## config.mk

```make
export PLATFORM = sky130hd
export DESIGN_NAME = wb_port_arbiter
export DESIGN_NICKNAME = d
export VERILOG_FILES = /design/src/rtl/wb_port_arbiter.sv
export SDC_FILE = /design/constraint.sdc
export NUM_CORES = 1
export LEC_CHECK = 0
export ABC_AREA = 1
export CORE_MARGIN = 5
export CORE_UTILIZATION = 49
export CTS_BUF_LIST = sky130_fd_sc_hd__clkbuf_4
export DETAILED_ROUTE_END_ITERATION = 10
export GPL_TIMING_DRIVEN = 0
export PLACE_DENSITY = 0.82
export SYNTH_ARGS = -nofsm -noshare
export SYNTH_HDL_FRONTEND = slang
export SYNTH_SLANG_ARGS = --single-unit
```

## constraint.sdc

```tcl
create_clock -name clock -period 2.8 [get_ports clock]
set_clock_uncertainty 0.1 [all_clocks]
set_input_delay 0.42 -clock clock [delete_from_list [all_inputs] [get_ports clock]]
set_output_delay 0.42 -clock clock [all_outputs]
set_load 0.03 [all_outputs]
```

## src/rtl/wb_port_arbiter.sv

```systemverilog
// Register-file write-port arbiter: pipeline results first, queued load returns in idle slots.
// Optional SWT16_WBARB_PENDING_MASK_EN builds the per-register pending-load mask.
module wb_port_arbiter #(
    parameter int IALU_WORD_WIDTH = 16,
    parameter int REG_IDX_WIDTH   = 4,
    parameter int LD_FIFO_DEPTH   = 2,
    parameter int MAX_WAIT        = 4
) (
    input  logic                         clock,
    input  logic                         reset,
    input  logic                         in_act_write_res_to_reg,
    input  logic [IALU_WORD_WIDTH-1:0]   in_res,
    input  logic [REG_IDX_WIDTH-1:0]     in_res_reg_idx,
    input  logic                         ld_valid,
    input  logic [IALU_WORD_WIDTH-1:0]   ld_data,
    input  logic [REG_IDX_WIDTH-1:0]     ld_reg_idx,
    output logic                         ld_ready,
    output logic                         out_pipe_stall,
    output logic                         out_act_write_res_to_reg,
    output logic [IALU_WORD_WIDTH-1:0]   out_res,
    output logic [REG_IDX_WIDTH-1:0]     out_res_reg_idx,
    output logic [2**REG_IDX_WIDTH-1:0]  out_pending_mask
);
    localparam int PW = $clog2(LD_FIFO_DEPTH);
    localparam int CW = PW + 1;
    localparam int WW = $clog2(MAX_WAIT + 1);
    localparam logic [CW-1:0] LP_DEPTH    = CW'(LD_FIFO_DEPTH);
    localparam logic [WW-1:0] LP_MAX_WAIT = WW'(MAX_WAIT);

    logic [IALU_WORD_WIDTH-1:0] r_mem_data [LD_FIFO_DEPTH];
    logic [REG_IDX_WIDTH-1:0]   r_mem_idx  [LD_FIFO_DEPTH];
    logic [PW-1:0]              r_wr_ptr;
    logic [PW-1:0]              r_rd_ptr;
    logic [CW-1:0]              r_count;
    logic [WW-1:0]              r_wait;
    logic                       r_pipe_stall;
    logic                       r_act;
    logic [IALU_WORD_WIDTH-1:0] r_res;
    logic [REG_IDX_WIDTH-1:0]   r_idx;

    logic          w_empty;
    logic          w_full;
    logic          w_enq;
    logic          w_grant_head;
    logic          w_grant_pipe;
    logic [WW-1:0] w_wait_nxt;

    assign w_empty      = (r_count == '0);
    assign w_full       = (r_count == LP_DEPTH);
    assign w_enq        = ld_valid && !w_full;
    // A forced stall hands the slot to the head regardless of the pipeline.
    assign w_grant_head = !w_empty && (r_pipe_stall || !in_act_write_res_to_reg);
    assign w_grant_pipe = !r_pipe_stall && in_act_write_res_to_reg;

    always_comb begin
        w_wait_nxt = '0;
        if (!w_empty && !w_grant_head) begin
            w_wait_nxt = (r_wait == LP_MAX_WAIT) ? r_wait : r_wait + 1'b1;
        end
    end

    always_ff @(posedge clock) begin
        if (w_enq) begin
            r_mem_data[r_wr_ptr] <= ld_data;
            r_mem_idx[r_wr_ptr]  <= ld_reg_idx;
        end
    end

    always_ff @(posedge clock) begin
        if (reset) begin
            r_wr_ptr     <= '0;
            r_rd_ptr     <= '0;
            r_count      <= '0;
            r_wait       <= '0;
            r_pipe_stall <= 1'b0;
        end else begin
            if (w_enq) begin
                r_wr_ptr <= r_wr_ptr + 1'b1;
            end
            if (w_grant_head) begin
                r_rd_ptr <= r_rd_ptr + 1'b1;
            end
            r_count      <= r_count + CW'(w_enq) - CW'(w_grant_head);
            r_wait       <= w_wait_nxt;
            r_pipe_stall <= (w_wait_nxt == LP_MAX_WAIT);
        end
    end

    always_ff @(posedge clock) begin
        if (reset) begin
            r_act <= 1'b0;
            r_res <= '0;
            r_idx <= '0;
        end else if (w_grant_head) begin
            r_act <= 1'b1;
            r_res <= r_mem_data[r_rd_ptr];
            r_idx <= r_mem_idx[r_rd_ptr];
        end else if (w_grant_pipe) begin
            r_act <= 1'b1;
            r_res <= in_res;
            r_idx <= in_res_reg_idx;
        end else begin
            r_act <= 1'b0;
        end
    end

    assign ld_ready                 = !w_full;
    assign out_pipe_stall           = r_pipe_stall;
    assign out_act_write_res_to_reg = r_act;
    assign out_res                  = r_res;
    assign out_res_reg_idx          = r_idx;

`ifdef SWT16_WBARB_PENDING_MASK_EN
    logic [2**REG_IDX_WIDTH-1:0] w_mask;

    // An entry is live when its distance from the read pointer is below the count.
    always_comb begin
        w_mask = '0;
        for (int i = 0; i < LD_FIFO_DEPTH; i++) begin
            if ({1'b0, PW'(i) - r_rd_ptr} < r_count) begin
                w_mask[r_mem_idx[i]] = 1'b1;
            end
        end
    end

    assign out_pending_mask = w_mask;
`else
    assign out_pending_mask = '0;
`endif

endmodule

```

==> results of run 1 <==
power groups by stage:
stage | registers (mW) | logic (mW) | clock network (mW)
floorplan | 1.56 | 0.514 | 0
CTS | 1.39 | 1.06 | 0.829
global route | 1.41 | 1.16 | 0.892
global placement | 1.41 | 1.00 | 0
detailed placement | 1.41 | 1.06 | 0
finish | 1.39 | 1.06 | 0.819
through the flow:
step	worst slack (ns)	cells	utilization (%)	hold slack, ns	setup TNS [ns]
floorplan	0.5562	321	-	0.3474	0
global placement	-0.01198	462	63.88	0.3385	-0.2263
detailed placement	0.4846	464	64.48	0.3386	0
CTS	0.6088	480	67.66	0.3569	0
global route	0.5167	480	67.66	0.3793	0
finish	0.6245	480	67.66	0.3545	0
placed cells by master (no fill, tap or decap):
cell type	n
o21ai_0	5
a21oi_1	2
buf_1	1
or2_1	2
ha_1	3
clkinv_4	1
buf_2	2
nor2_4	2
buf_4	17
conb_1	16
clkinvlp_4	1
xnor2_1	2
clkdlybuf4s50_1	66
a21oi_2	1
or2_2	10
dfxtp_1	30
buf_8	2
nand2_2	1
buf_6	1
nor2_2	4
or2_0	1
clkbuf_4	10
edfxtp_1	40
clkbuf_1	5
nand2_1	104
nor2_1	11
bufinv_16	3
nand3_1	38
xor2_1	1
clkinv_2	1
nand2_4	1
inv_1	21
routing by layer:
layer / vias up / part of all wire [%] / global-route usage (%)
met4: 0 / 1.7 / 7.113
met3: 10 / 7.0 / 3.974
li1: 1142 / - / -
met2: 72 / 48 / 27.05
met5: - / 0 / 0
met1: 978 / 43 / 21.59
cell usage after synthesis:
master    count
buf_6         1
nand2_4       1
nor2_4        2
xnor2_1       2
or2_1         2
a21oi_2       1
conb_1        1
nand3_1      38
buf_2         2
nor2_2        2
xor2_1        1
or2_2        10
nor2_1       13
nand2_1     104
dfxtp_1      30
inv_1        21
buf_1         1
a21oi_1       2
or2_0         1
clkbuf_1      5
o21ai_0       5
buf_4        17
ha_1          3
edfxtp_1     40
nand2_2       1
cell type report:
cell class              instances  area (um2)  area share, %
flip-flops and latches         70        1802          45.51
clock buffers                  10       75.07          1.896
well taps                      75       93.84          2.370
repair buffers                 68       690.7          17.45
plain buffers                  26       171.4          4.330
multi-input cells             204       935.9          23.64
inverters                      21       78.83          1.991
clock inverters                 6       111.4          2.813
critical path, cell delays in order, from the launching register on:
cell             delay [ns]
dfxtp_1                0.42
inv_1                  0.08
nand2_1                0.09
clkdlybuf4s50_1        0.68
worst max path at each step:
stage | from | end | slack, ns | cells past startpoint
5_1_grt | r_count[0] | ld_ready | 0.52 | 3
3_3_place_gp | ld_valid | r_mem_data[1][8] | -0.01 | 3
3_5_place_dp | in_act_write_res_to_reg | r_count[1] | 0.48 | 11
4_1_cts | r_count[0] | ld_ready | 0.61 | 3
6_report | r_count[0] | ld_ready | 0.62 | 3
2_1_floorplan | r_count[0] | r_mem_data[1][0] | 0.56 | 4
cell families after synthesis:
family / after synthesis / synth area share (%)
other: 1 / 0.1281
AO/OA/AOI/OAI: 8 / 1.496
buffers and inverters: 47 / 8.551
XOR/XNOR: 3 / 0.8980
AND/OR/NAND/NOR: 174 / 26.08
adder cells (fa/ha/maj): 3 / 1.283
flip-flops: 70 / 61.56
==> results.yml, run 1 <==
outcome:
  status: "complete, no violations"
die:
  die_height_um: 87.28
  start_util_pct: 50.02
  die_x_um: 87.28
  core.rowCount: 28
  coreArea_um2: 5851
  ios: 83
  dieArea_um2: 7618
worst_hold_path:
  worstHoldEndpoint: "out_res_reg_idx[0]"
  holdPathStages: 2
  worstHoldStart: "out_res_reg_idx[0]"
  hold_path.class: "flop to flop"
grt:
  overflow: 0
  antenna_found_initial: 0
  grt_pass1_vias: 2070
  grt_max_degree: 15
  gr-usage-all-layers_pct: 16.78
  grt_pass1_wl_um: 9742
pwr:
  power_per_cell_area_nw_per_um2: 825.2
  p_clk_share_pct: 25.1
  p_total_mw: 3.267
  switching_power_mw: 1.101
  power_frac_seq_pct: 42.6
  swShare_pct: 33.69
  ir_worst_vdd_mv: 0.4455
  power.leakage_nw: 1.702
  combinationalPowerShare_pct: 32.3
  p_int_mw: 2.166
critical_path:
  worstPathRequired_ns: 2.28
  reg2reg_depth: 5
  worst-setup-path-type: "flop to output pin"
  end_kind: "output pin"
  rrSetupSlack_ns: 1.06
  cp_max_fo: 3
  rr_endpoint: "r_mem_idx[1][3]"
  worst_ep_arrival_time_ns: 1.66
  startpoint_type: "flop"
  r2r_start: "r_count[0]"
layout:
  fillers: 451
  nets: 447
  n_antenna_cell: 0
  regMostFlops: "r_mem_data"
  largest_reg_flops: 32
  drive_gt1_share_pct: 14.07
  area_delta_synth_final_pct: 35.27
  design_area_um2: 3959
timing:
  period_needed_ns: 2.175
  rsz0062_at_grt: "false"
  finalHoldViolations: 0
  setup_violations: 0
  period_share_pct: 77.70
  maxSlewViolCount: 0
  max_freq_ghz: 0.4597
drt:
  drt_iter0_markers: 120
  drt_wl_total_um: 6211
  wl_per_cell_um: 12.94
  drc_errors: 0
  vias: 2202
  via_per_inst: 4.588
  first_pass_iters: 8
  antenna_left: 0
clock_network:
  path_clk_slew_ns: 0.11
  cts_setup_buffers: 0
  cts-hold-fix-buffers: 0
  clock_sinks: 70
  worstSkewPairLatency_ns: 0.40
  h-tree-depth: 3
  root_buffer: "clkbuf_4"
  ctsLongestPathBuffers: 2
  cts_buffers: 9
  cts_tree: "done"
  cts.repair.resized: 0
synthesis:
  netlist_instances: 306
  synth_top_area_share_pct: 41.04
  ys_ff_latch: 70
  synthesis.area_um2: 2927
  avgSynthCellArea_um2: 9.564
  synth_top_area_cell: "edfxtp_1"
  synth.distinct_cells: 25
  yosysWarningCount: 0
  ys_seq_area_share_pct: 61.56
  synth_area_leaders: "edfxtp_1 41%, dfxtp_1 21%, nand2_1 13%"
placement:
  place_area_um2: 3772
  dp_hpwl_um: 4648
  place.gp.congestion: 0.7620
  io_buffers: 66
flow_run:
  cap_violations: 0
No activity file was read; power rests on OpenSTA's default activity.
==> run 2, diff against run 1 <==
--- a/config.mk
+++ b/config.mk
@@ -7,11 +7,11 @@
 export LEC_CHECK = 0
 export ABC_AREA = 1
 export CORE_MARGIN = 5
-export CORE_UTILIZATION = 49
+export CORE_UTILIZATION = 44
 export CTS_BUF_LIST = sky130_fd_sc_hd__clkbuf_4
 export DETAILED_ROUTE_END_ITERATION = 10
 export GPL_TIMING_DRIVEN = 0
-export PLACE_DENSITY = 0.82
+export PLACE_DENSITY = 0.78
 export SYNTH_ARGS = -nofsm -noshare
 export SYNTH_HDL_FRONTEND = slang
 export SYNTH_SLANG_ARGS = --single-unit
==> constraint.sdc (replaced) <==
create_clock -name clock -period 2 [get_ports clock]
set_clock_uncertainty 0.1 [all_clocks]
set_input_delay 0.3 -clock clock [delete_from_list [all_inputs] [get_ports clock]]
set_output_delay 0.3 -clock clock [all_outputs]
set_load 0.03 [all_outputs]
==> run 2 against run 1 <==
Against the previous run: global-route usage down 2.0 points; critical path depth down 2; die area up 10%; largest cell class unchanged; register-to-register slack worse by 0.79 ns; sequential power up 40%; flip-flop and latch count unchanged; highest routed layer unchanged; clock power down 7.2%; total power up 27%; cell count unchanged; non-clock buffer count down 2; via count down 2.4%; design area down 2.2%.
==> results.yml, run 2 (same netlist as run 1, synthesis figures left out) <==
clock_network:
  root_buffer: "clkbuf_4"
  cts_tree: "done"
  cts_buffers: 9
  ctsLongestPathBuffers: 2
  clock_sinks: 70
  worstSkewPairLatency_ns: 0.38
  cts_setup_buffers: 0
  cts-hold-fix-buffers: 0
  path_clk_slew_ns: 0.11
  h-tree-depth: 3
die:
  ios: 83
  start_util_pct: 45.57
  coreArea_um2: 6422
  dieArea_um2: 8382
  die_height_um: 91.56
  core.rowCount: 29
  die_x_um: 91.56
outcome:
  status: "complete, no violations"
critical_path:
  crit_buf_inv: 1
  rr_endpoint: "r_mem_data[1][3]"
  path_cells: "clkdlybuf4s50_1"
  critPathSlowestCell: "clkdlybuf4s50_1"
  cp_max_fo: 3
  rrSetupSlack_ns: 0.27
  worstPathRequired_ns: 1.60
  end_kind: "output pin"
  worst_ep_arrival_time_ns: 1.45
  crit_family: "buffers and inverters"
  startpoint_type: "flop"
  r2r_start: "r_count[0]"
  crit_path_max_incr_delay_ns: 0.69
  reg2reg_depth: 4
  worst-setup-path-type: "flop to output pin"
grt:
  grt_pass1_vias: 2176
  antenna_found_initial: 0
  gr-usage-all-layers_pct: 14.80
  grt_pass1_wl_um: 9949
  overflow: 0
  grt_max_degree: 22
timing:
  max_freq_ghz: 0.5400
  setup_ws_ns: 0.1480
  setup_violations: 0
  finalHoldViolations: 0
  period_share_pct: 92.60
  tns_ns: 0
  period_needed_ns: 1.852
  maxSlewViolCount: 0
  rsz0062_at_grt: "false"
  worst_slew_margin_rel_pct: 59.44
  worst_pin_slew_ns: 0.6070
placement:
  dp_hpwl_um: 4568
  place.gp.congestion: 0.8087
  io_buffers: 66
  dp_slack_ns: -0.2242
  dp_cells: 464
pwr:
  power.leakage_nw: 1.647
  power_per_cell_area_nw_per_um2: 1073
  ir_worst_vdd_mv: 0.5442
worst_hold_path:
  holdPathStages: 2
  hold_path.class: "flop to flop"
  worstHoldStart: "out_res[14]"
  worstHoldEndpoint: "out_res[14]"
layout:
  largest_reg_flops: 32
  nets: 445
  layout_commonest_cell: "nand2_1"
  regMostFlops: "r_mem_data"
  layout_common_cells: "104 x nand2_1, 65 x clkdlybuf4s50_1, 40 x edfxtp_1, 38 x nand3_1, 30 x dfxtp_1"
  drive_gt1_share_pct: 13.40
  final_cells: 480
  area_delta_synth_final_pct: 32.24
  n_antenna_cell: 0
  fillers: 540
drt:
  drc_errors: 0
  drt_iter0_markers: 88
  via_per_inst: 4.477
  first_pass_iters: 5
  vias: 2149
  wl_per_cell_um: 12.34
  drt_wl_total_um: 5923
  antenna_left: 0
flow_run:
  cap_violations: 0
## run 2: worst max-delay path by stage
stage                    from          endpoint  slack (ns)  cells after the start
3_5_place_dp         ld_valid  r_mem_data[1][7]       -0.22                      3
5_1_grt        out_pipe_stall    out_pipe_stall        0.07                      1
4_1_cts        out_pipe_stall    out_pipe_stall        0.12                      1
3_3_place_gp         ld_valid  r_mem_data[1][8]       -0.20                      3
2_1_floorplan      r_count[0]  r_mem_data[1][0]        0.07                      4
6_report       out_pipe_stall    out_pipe_stall        0.15                      1
## run 2: area by class of cell
cell class	instances	area, um2	area share (%)
flip-flops and latches	70	1802	46.56
multi-input cells	204	945.9	24.44
repair buffers	66	659.4	17.04
plain buffers	26	171.4	4.429
well taps	77	96.34	2.489
inverters	21	78.83	2.037
clock buffers	9	67.56	1.746
clock inverters	7	48.80	1.261
## run 2: timing repair
action,in CTS,in global routing
endpoints found under the setup margin,21,0
resized for setup,3,0
hold endpoints to repair,0,0
## run 2: routing by layer
metal	share of wire [%]	track usage [%]	vias to the layer above	routed length [um]
met3	6.6	4.132	6	393
met4	0.88	5.653	0	52
li1	-	-	1135	-
met1	44	18.34	953	2582
met2	49	24.53	55	2895
met5	0	0	-	0
## run 2: power breakdown
part,switching (mW),internal (mW)
Clock,0.502,0.257
Sequential,0.128,1.82
Combinational,0.905,0.537
Total,1.53,2.62
## run 2: through the flow
step	hold WS, ns	power (mW)	utilization (%)	area, um2
2_1_floorplan	0.2712	2.903	-	2988
3_3_place_gp	0.3375	3.385	58.31	3745
3_5_place_dp	0.3422	3.432	58.31	3745
4_1_cts	0.3600	4.183	60.26	3870
5_1_grt	0.3554	4.415	60.26	3870
6_report	0.3559	4.152	60.26	3870
==> run 3, diff against run 2 <==
--- a/config.mk
+++ b/config.mk
@@ -10,6 +10,7 @@
 export CORE_UTILIZATION = 44
 export CTS_BUF_LIST = sky130_fd_sc_hd__clkbuf_4
 export DETAILED_ROUTE_END_ITERATION = 10
+export GPL_ROUTABILITY_DRIVEN = 0
 export GPL_TIMING_DRIVEN = 0
 export PLACE_DENSITY = 0.78
 export SYNTH_ARGS = -nofsm -noshare
==> results of run 3 <==
The final DEF is identical to that of run 2; final timing and power are the same.
